--- src/rtl/ntt_coeff_stream_if.sv ---
// ============================================================================
// Module : ntt_coeff_stream_if
// Brief  : Handshake and PU-side bundle for ntt_coeff_stream.
// Rev    : 1.0  initial release
// ============================================================================
`default_nettype none

interface ntt_coeff_stream_if #(
  parameter int N = 17,
  parameter int D = 16
);
  logic           in_valid;
  logic           in_ready;
  logic [N-1:0]   in_data;
  logic           in_inv;
  logic [D*N-1:0] pu_a;
  logic           pu_inv;
  logic [D*N-1:0] pu_an;
  logic           out_valid;
  logic           out_ready;
  logic [N-1:0]   out_data;
  logic           busy;

  // Environment side: produces coefficients, the PU result and downstream ready.
  modport master (
    output in_valid, in_data, in_inv, pu_an, out_ready,
    input  in_ready, pu_a, pu_inv, out_valid, out_data, busy
  );

  modport slave (
    input  in_valid, in_data, in_inv, pu_an, out_ready,
    output in_ready, pu_a, pu_inv, out_valid, out_data, busy
  );
endinterface

`default_nettype wire

--- src/rtl/ntt_coeff_stream.sv ---
// ============================================================================
// Module : ntt_coeff_stream
// Brief  : Serial-to-parallel loader, fixed-latency PU hold, parallel-to-serial
//          drain around the NTT/INTT processing unit.
// Rev    : 1.0  initial release
// ============================================================================
`default_nettype none

module ntt_coeff_stream #(
  parameter int N   = 17,
  parameter int D   = 16,
  parameter int LAT = 8
) (
  input  logic                clk,
  input  logic                rst,
  ntt_coeff_stream_if.slave   bus
);

  localparam int IDX_W  = (D   > 1) ? $clog2(D)   : 1;
  localparam int WCNT_W = (LAT > 1) ? $clog2(LAT) : 1;

  localparam logic [IDX_W-1:0]  IDX_LAST  = IDX_W'(D - 1);
  localparam logic [WCNT_W-1:0] WCNT_LAST = WCNT_W'(LAT - 1);

  localparam logic [1:0] ST_LOAD  = 2'd0;
  localparam logic [1:0] ST_WAIT  = 2'd1;
  localparam logic [1:0] ST_DRAIN = 2'd2;

  logic [1:0]            state_q,    state_d;
  logic [IDX_W-1:0]      idx_q,      idx_d;
  logic [WCNT_W-1:0]     wcnt_q,     wcnt_d;
  logic [D-1:0][N-1:0]   load_buf_q, load_buf_d;
  logic [D-1:0][N-1:0]   res_q,      res_d;
  logic [D*N-1:0]        pu_a_q,     pu_a_d;
  logic                  pu_inv_q,   pu_inv_d;
  logic                  inv_q,      inv_d;

  // Handshake outputs depend only on registered state, never on valid/ready inputs.
  assign bus.in_ready  = (state_q == ST_LOAD);
  assign bus.out_valid = (state_q == ST_DRAIN);
  assign bus.busy      = (state_q == ST_WAIT) || (state_q == ST_DRAIN);
  assign bus.out_data  = (state_q == ST_DRAIN) ? res_q[idx_q] : '0;
  assign bus.pu_a      = pu_a_q;
  assign bus.pu_inv    = pu_inv_q;

  always_comb begin
    state_d    = state_q;
    idx_d      = idx_q;
    wcnt_d     = wcnt_q;
    load_buf_d = load_buf_q;
    res_d      = res_q;
    pu_a_d     = pu_a_q;
    pu_inv_d   = pu_inv_q;
    inv_d      = inv_q;

    case (state_q)
      ST_LOAD: begin
        if (bus.in_valid) begin
          load_buf_d[idx_q] = bus.in_data;
          if (idx_q == '0) begin
            inv_d = bus.in_inv;
          end
          if (idx_q == IDX_LAST) begin
            // Publish the buffer including the coefficient arriving on this edge.
            pu_a_d   = load_buf_d;
            pu_inv_d = inv_q;
            idx_d    = '0;
            wcnt_d   = '0;
            state_d  = ST_WAIT;
          end else begin
            idx_d = idx_q + 1'b1;
          end
        end
      end

      ST_WAIT: begin
        if (wcnt_q == WCNT_LAST) begin
          res_d   = bus.pu_an;
          wcnt_d  = '0;
          state_d = ST_DRAIN;
        end else begin
          wcnt_d = wcnt_q + 1'b1;
        end
      end

      ST_DRAIN: begin
        if (bus.out_ready) begin
          if (idx_q == IDX_LAST) begin
            idx_d   = '0;
            state_d = ST_LOAD;
          end else begin
            idx_d = idx_q + 1'b1;
          end
        end
      end

      default: begin
        idx_d   = '0;
        wcnt_d  = '0;
        state_d = ST_LOAD;
      end
    endcase
  end

  always_ff @(posedge clk or negedge rst) begin
    if (!rst) begin
      state_q    <= ST_LOAD;
      idx_q      <= '0;
      wcnt_q     <= '0;
      load_buf_q <= '0;
      res_q      <= '0;
      pu_a_q     <= '0;
      pu_inv_q   <= 1'b0;
      inv_q      <= 1'b0;
    end else begin
      state_q    <= state_d;
      idx_q      <= idx_d;
      wcnt_q     <= wcnt_d;
      load_buf_q <= load_buf_d;
      res_q      <= res_d;
      pu_a_q     <= pu_a_d;
      pu_inv_q   <= pu_inv_d;
      inv_q      <= inv_d;
    end
  end

endmodule

`default_nettype wire
--- src/flat_wrapper.sv ---
// flat-port wrapper written by rule: the top's interface ports become plain ports
module ntt_coeff_stream_flat 
#(
  parameter int N   = 17,
  parameter int D   = 16,
  parameter int LAT = 8
)
  (clk, rst, bus_in_valid, bus_in_data, bus_in_inv, bus_pu_an, bus_out_ready, bus_in_ready, bus_pu_a, bus_pu_inv, bus_out_valid, bus_out_data, bus_busy);
  ntt_coeff_stream_if #(.N(N), .D(D)) bus_i ();
  input  logic clk;
  input  logic rst;
  input wire logic [$bits(bus_i.in_valid)-1:0] bus_in_valid;
  input wire logic [$bits(bus_i.in_data)-1:0] bus_in_data;
  input wire logic [$bits(bus_i.in_inv)-1:0] bus_in_inv;
  input wire logic [$bits(bus_i.pu_an)-1:0] bus_pu_an;
  input wire logic [$bits(bus_i.out_ready)-1:0] bus_out_ready;
  output wire logic [$bits(bus_i.in_ready)-1:0] bus_in_ready;
  output wire logic [$bits(bus_i.pu_a)-1:0] bus_pu_a;
  output wire logic [$bits(bus_i.pu_inv)-1:0] bus_pu_inv;
  output wire logic [$bits(bus_i.out_valid)-1:0] bus_out_valid;
  output wire logic [$bits(bus_i.out_data)-1:0] bus_out_data;
  output wire logic [$bits(bus_i.busy)-1:0] bus_busy;
  assign bus_i.in_valid = bus_in_valid;
  assign bus_i.in_data = bus_in_data;
  assign bus_i.in_inv = bus_in_inv;
  assign bus_i.pu_an = bus_pu_an;
  assign bus_i.out_ready = bus_out_ready;
  assign bus_in_ready = bus_i.in_ready;
  assign bus_pu_a = bus_i.pu_a;
  assign bus_pu_inv = bus_i.pu_inv;
  assign bus_out_valid = bus_i.out_valid;
  assign bus_out_data = bus_i.out_data;
  assign bus_busy = bus_i.busy;
  ntt_coeff_stream #(.N(N), .D(D), .LAT(LAT)) u_core (.clk(clk), .rst(rst), .bus(bus_i));
endmodule
--- config.mk ---
export PLATFORM = sky130hd
export DESIGN_NAME = ntt_coeff_stream_flat
export DESIGN_NICKNAME = d
export VERILOG_FILES = /design/src/rtl/ntt_coeff_stream_if.sv /design/src/rtl/ntt_coeff_stream.sv /design/src/flat_wrapper.sv
export SDC_FILE = /design/constraint.sdc
export NUM_CORES = 1
export LEC_CHECK = 0
export CORE_MARGIN = 2
export CORE_UTILIZATION = 30
export CTS_BUF_LIST = sky130_fd_sc_hd__clkbuf_8
export CTS_CLUSTER_DIAMETER = 30
export CTS_CLUSTER_SIZE = 25
export DETAILED_ROUTE_END_ITERATION = 10
export PLACE_DENSITY = 0.59
export SLEW_MARGIN = 20
export SYNTH_ARGS = -nofsm -noshare
export SYNTH_HDL_FRONTEND = slang
export SYNTH_SLANG_ARGS = --single-unit
--- constraint.sdc ---
create_clock -name clk -period 3.22 [get_ports clk]
set_clock_uncertainty 0.15 [all_clocks]
set_input_delay 0.483 -clock clk [delete_from_list [all_inputs] [get_ports clk]]
set_output_delay 0.483 -clock clk [all_outputs]
set_load 0.02 [all_outputs]
# == Yosys cells after proc, flatten, opt, wreduce, memory -nomap -nowiden ==
# Index checks and enable logic that the tools add are counted.
# W data, S select, Z words.
# op_classes
n_shift,0
div,0
eq_ne,9
add_sub_neg,2
n_mul,0
n_bitwise,2
magnitude_cmp,2
n_reduce_logical,11
n_mux,20
# op_table
op,n
$bwmux W272,1
$bmux W17 S4,1
$demux W17 S4,1
$mux W17,3
$mux W4,3
$pmux W4 S3,1
$reduce_and A3 Y1,4
$mux W2,5
$mux W3,3
$pmux W3 S3,1
$ne A2 B2 Y1 const B,3
$pmux W2 S3,1
$lt A4 B5 Y1 const B,1
$reduce_and A5 Y1,1
$add A4 B1 Y4 const B,1
$eq A4 B4 Y1 const B,1
$ge A4 B1 Y1 const B,1
$logic_not A4 Y1,1
$ne A2 B1 Y1 const B,2
$reduce_and A2 Y1,2
$add A3 B1 Y3 const B,1
$eq A3 B3 Y1 const B,1
$eq A2 B1 Y1 const B,1
$eq A2 B2 Y1 const B,1
4 further kinds,5
# totals
wordCells,84
latchBits,0
ramBits,0
mem_count,0
out_inout_bits,293
in_bits,294
rom_bits,0
regBits,827

# == Longest topological paths before layout ==
# logic_depth
depth_word,5
mapped_depth,12

# == Least setup slack after synthesis ==
# Ideal clock, no wire load.
# synth_path
path_kind,register to register
from,register u_core.idx_q[0]
to,register u_core.pu_a_q[211] (netlist: u_core.bus.pu_a[211])
path_stages_with_launch,12
synth_period_minus_slack_ps,2865
required_ps,2938
slack_ps,355
path_buffers,6
arrival_ps,2582
path_cell_list,dfrtp_1 buf_2 buf_2 buf_2 inv_1 ha_1 clkbuf_1 nand3_1 buf_2 buf_1 mux2i_1 o21ai_1
# synth_between
elab_chain_len,5
elab_cells_between_ends,8
classes_between,order compare: 2; eq/ne: 1; mux: 3; reduce/logical: 2
# synth_rtl
element,line,source
start: declaration,ntt_coeff_stream.sv:30,"logic [IDX_W-1:0] idx_q, idx_d;"
start signal: assignment,ntt_coeff_stream.sv:117,idx_q <= idx_d;
$lt A4 B5 Y1 (not written as such) / $ge A4 B1 Y1 (equally long branches),ntt_coeff_stream.sv:59,load_buf_d[idx_q] = bus.in_data;
$logic_and A1 B1 Y1 (not written as such),ntt_coeff_stream.sv:59,
$mux W17 (not written as such),ntt_coeff_stream.sv:59,
$demux W17 S4,n/a,
$bwmux W272,ntt_coeff_stream.sv:59,
end signal: assignment,ntt_coeff_stream.sv:121,pu_a_q <= pu_a_d;
end: declaration,ntt_coeff_stream.sv:34,"logic [D*N-1:0] pu_a_q, pu_a_d;"
# Parallel ways exist; a longest one is shown, timed or not.
# A chain may end at the register's enable or synchronous reset.

# == Worst setup path after layout ==
# layout_path
from,register u_core.idx_q[0]
to,output port bus_out_data[6]
# layout_between
elab_chain_len,3
# layout_rtl
element,line,source
$bmux W17 S4,ntt_coeff_stream.sv:42,assign bus.out_data = (state_q == ST_DRAIN) ? res_q[idx_q] : '0;
$mux W17 (not written as such),ntt_coeff_stream.sv:42,
$mux W17,ntt_coeff_stream.sv:42,
end: declaration,flat_wrapper.sv:21,output wire logic [$bits(bus_i.out_data)-1:0] bus_out_data;
# No other way between the ends. The select of a mux whose other input is x is not followed.

==> results by group <==
Logic synthesis
  • Yosys cell types: 35
  • Mapped cell area: ~35000 µm²
  • Ys async rst share: 100%
  • Syn Area/Cell: between 10 and 15 µm²
  • Most area-consuming cells after synthesis: dfrtp_1 58%, mux2_2 18%, mux2i_1 7.9%
  • Post-Syn Nets: 2943
  • XOR/XNOR Fraction of Synth Area: 0%
  • Largest area contributor in the netlist: dfrtp_1
  • Yosys top cell area share: about three fifths
  • Number of synthesized flops with an enable pin: 0
  • Mux cell area share after synthesis: between 20 and 30%
  • Cells after Synth: approximately 2600
  • Adder-Cell Fraction of Synth Area: less than 1%
  • Synth Area in Compound Gates: between 5 and 6%
  • Sequential area share after synthesis: 58.4%
  • Largest family of logic cells by synthesized area: multiplexers
  • Top cells by count, synth: 810 x dfrtp_1, 552 x mux2_2, 334 x nand2_1
  • Yosys reg bits: 810
  • Most used DFF post-synth: dfrtp_1
  • Most frequent cell after synthesis: dfrtp_1
  • Synth Warn #: 0
  • Simple-Gate Fraction of Synth Area: ~4.9%

Detailed routing
  • DR vias: between 20000 and 25000
  • Drt initial violations: 1370
  • Antenna Nets Post-Route: 0
  • DRC viols: 0
  • DRT Wirelength: 113 mm
  • Routed len/inst: ~22 µm
  • Via density: between 4 and 5
  • TritonRoute pass-1 iters: 5

Final layout
  • Share of cells above drive strength 1: about 32%
  • Fillers: around 11000
  • Area Growth Syn to Fin: 39.3%
  • FF+latch area: a little over 20000 µm²
  • Nets@finish: between 3000 and 4000
  • Multi-input gate area: about 14000 µm²
  • Finished Cell Area: 48300 µm²

Clock network
  • Clock H-tree levels: 4
  • CTS buffer count: 184
  • Clk_lat worst skew: approximately 0.85 ns
  • Root buf cell: clkbuf_8
  • Clk buf depth: 3
  • CTS tree: done
  • CTS clock-pin slew for the worst setup and hold paths: 0.05 ns
  • CTS Sinks: between 800 and 900

Floorplan
  • Core Box Area: 115000 µm²
  • Initial Util: a little under a third
  • Die X: between 300 and 400 µm
  • Row Count: approximately 120
  • Chip height: between 300 and 400 µm
  • Total die area: between 100000 and 150000 µm²
  • I/O pin count: 587

Global routing
  • Global-route wire length before repair: 165 mm
  • Global route total overflow: 0
  • All-Layer GR Usage: 18.9%
  • Vias in the first global route: approximately 25000
  • Largest net degree at the start of global routing: approximately 110
  • Initial antenna violation count: 26

Place
  • HPWL Detailed: around 80 mm
  • Pre-CTS WS: -0.139 ns
  • Placed cell area: roughly 43000 µm²
  • GP Congestion: 0.863
  • Buffers on Ports: approximately 590

Worst setup path
  • Worst-path fanout max: 7
  • Critical Path RT: roughly 2.6 ns
  • Crit Path Category: flop to output port
  • Reg2reg setup slack: approximately 0.53 ns
  • RR Endpoint: u_core.load_buf_q[241]
  • Critical Path AT: roughly 2.8 ns
  • CP Launch Type: flop
  • Critical Path Start: u_core.idx_q[0]
  • Setup crit end kind: output port
  • R2R cell count: 7
  • RR Startpoint: u_core.idx_q[0]

STA
  • Final hold vios: 0
  • Unrepaired setup endpoints after global routing: yes
  • Setup TNS: -1.87 ns
  • Fmax: just under 0.3 GHz
  • Worst slew pin tran: a little under 0.8 ns
  • Fin. max-slew vios: 0
  • Setup-failing EPs final: 17
  • Hold_ws: slightly above 0.08 ns
  • Tcrit/Tclk final: 105%
  • Post-route minimum period: between 3 and 4 ns
  • PnR worst setup slack: -0.165 ns
  • Worst slew margin: around half

Pwr
  • Leakage power: roughly 22 nW
  • Pwr Density: about 700 nW/µm²
  • Peak VDD IR: between 300 and 400 µV
  • Total power: 0.0337 W

Status
  • Status: finished, violations left
  • Violated checks: negative setup slack

Hold path
  • Hold Crit Depth: 2
  • Hold Path Sink: u_core.res_q[49]
  • Worst Hold Class: input pin to flop
  • Hold wc startpoint: bus_pu_an[49]

Flow run
  • Maxcap violations: 0
-- registers in the layout (all words and copies together) (netlist names) --
signal / flops
u_core.inv_q: 1
u_core.wcnt_q: 3
u_core.load_buf_q: 255
u_core.res_q: 272
u_core.bus.pu_a: 272
u_core.idx_q: 4
u_core.state_q: 2
u_core.bus.pu_inv: 1
-- cell usage in the layout (no fill, tap or decap), drive strengths merged, types with 2 or more instances in the layout --
| master | count |
|---|---|
| or2 | 2 |
| mux4 | 34 |
| mux2i | 273 |
| diode | 19 |
| ha | 9 |
| o21ai | 259 |
| dlygate4sd3 | 54 |
| nor2 | 17 |
| bufinv | 26 |
| buf | 160 |
| inv | 48 |
| and2 | 4 |
| dfrtp | 810 |
| clkbuf | 225 |
| nand4 | 2 |
| o22ai | 2 |
| o221ai | 18 |
| nor3 | 2 |
| a21oi | 5 |
| clkinv | 41 |
| clkinvlp | 15 |
| nand2 | 342 |
| clkdlybuf4s50 | 565 |
| nor2b | 7 |
| a22oi | 34 |
| mux2 | 563 |
| nand3 | 26 |
-- kinds of logic (layout without fill, tap and decap cells) --
| kind of cell | Yosys count | after routing |
|---|---|---|
| compound gates | 320 | 320 |
| fa+ha+maj | 9 | 9 |
| buf+inv | 228 | 1135 |
| flops | 810 | 810 |
| mux | 870 | 870 |
| other cells | 0 | 19 |
| simple gates | 403 | 403 |
-- worst max-delay path, stage by stage (launching register included) --
cell	delay [ns]
dfrtp_4	0.53
buf_12	0.16
buf_12	0.13
mux4_2	0.54
a22oi_2	0.28
o21ai_2	0.11
buf_6	0.15
-- what timing repair did --
| item | CTS | global route |
|---|---|---|
| pin swaps | 16 | 13 |
| cloned | 1 | 0 |
| hold endpoints to repair | 504 | 0 |
| hold buffers | 55 | 0 |
| setup buffers | 12 | 0 |
| gates resized for setup | 155 | 10 |
| setup endpoints to repair | 17 | 17 |
-- per-stage QoR --
stage          std cells  utilization [%]
6_report            5078             42.2
3_3_place_gp        4648             37.4
4_1_cts             5059             42.1
2_1_floorplan       2640                -
5_1_grt             5072             42.2
3_5_place_dp        4648             37.4
-- metal layers --
metal / global-route usage, % / part of all wire, % / routed length (µm) / up-vias
met2: 29.9 / 47 / 52700 / 643
met3: 4.03 / 5.0 / 5640 / 204
met4: 8.01 / 3.7 / 4110 / 6
met1: 25.2 / 44 / 50000 / 12000
met5: 0 / 0.029 / 33 / -
li1: - / - / - / 10900
-- power breakdown --
part / leakage, nW / total (W) / internal (W) / switching (W)
registers: 10.5 / 0.0128 / 0.0118 / 0.000952
clock network: 2.36 / 0.0138 / 0.00856 / 0.00523
logic: 9.16 / 0.00717 / 0.00382 / 0.00334
total: 22.0 / 0.0337 / 0.0242 / 0.00953
-- how the worst max path moves through the flow --
stage | to | cells past startpoint | slack [ns]
2_1_floorplan | u_core.bus.pu_a[211] | 11 | 0.36
3_3_place_gp | bus_out_data[0] | 6 | -0.12
3_5_place_dp | bus_out_data[0] | 6 | -0.14
4_1_cts | bus_out_data[9] | 7 | -0.26
5_1_grt | bus_out_data[9] | 7 | -0.26
6_report | bus_out_data[6] | 6 | -0.16
-- area by class of cell --
cell class	instances	share of cell area (%)
Clock buffer	225	6.41
Antenna cell	19	0.0984
Clock inverter	118	2.91
Tap cell	1512	3.91
Multi-Input combinational cell	1602	28.2
Timing Repair Buffer	780	16.4
Inverter	12	0.0932
Sequential cell	810	41.9
(Power assumes the default switching activity.)
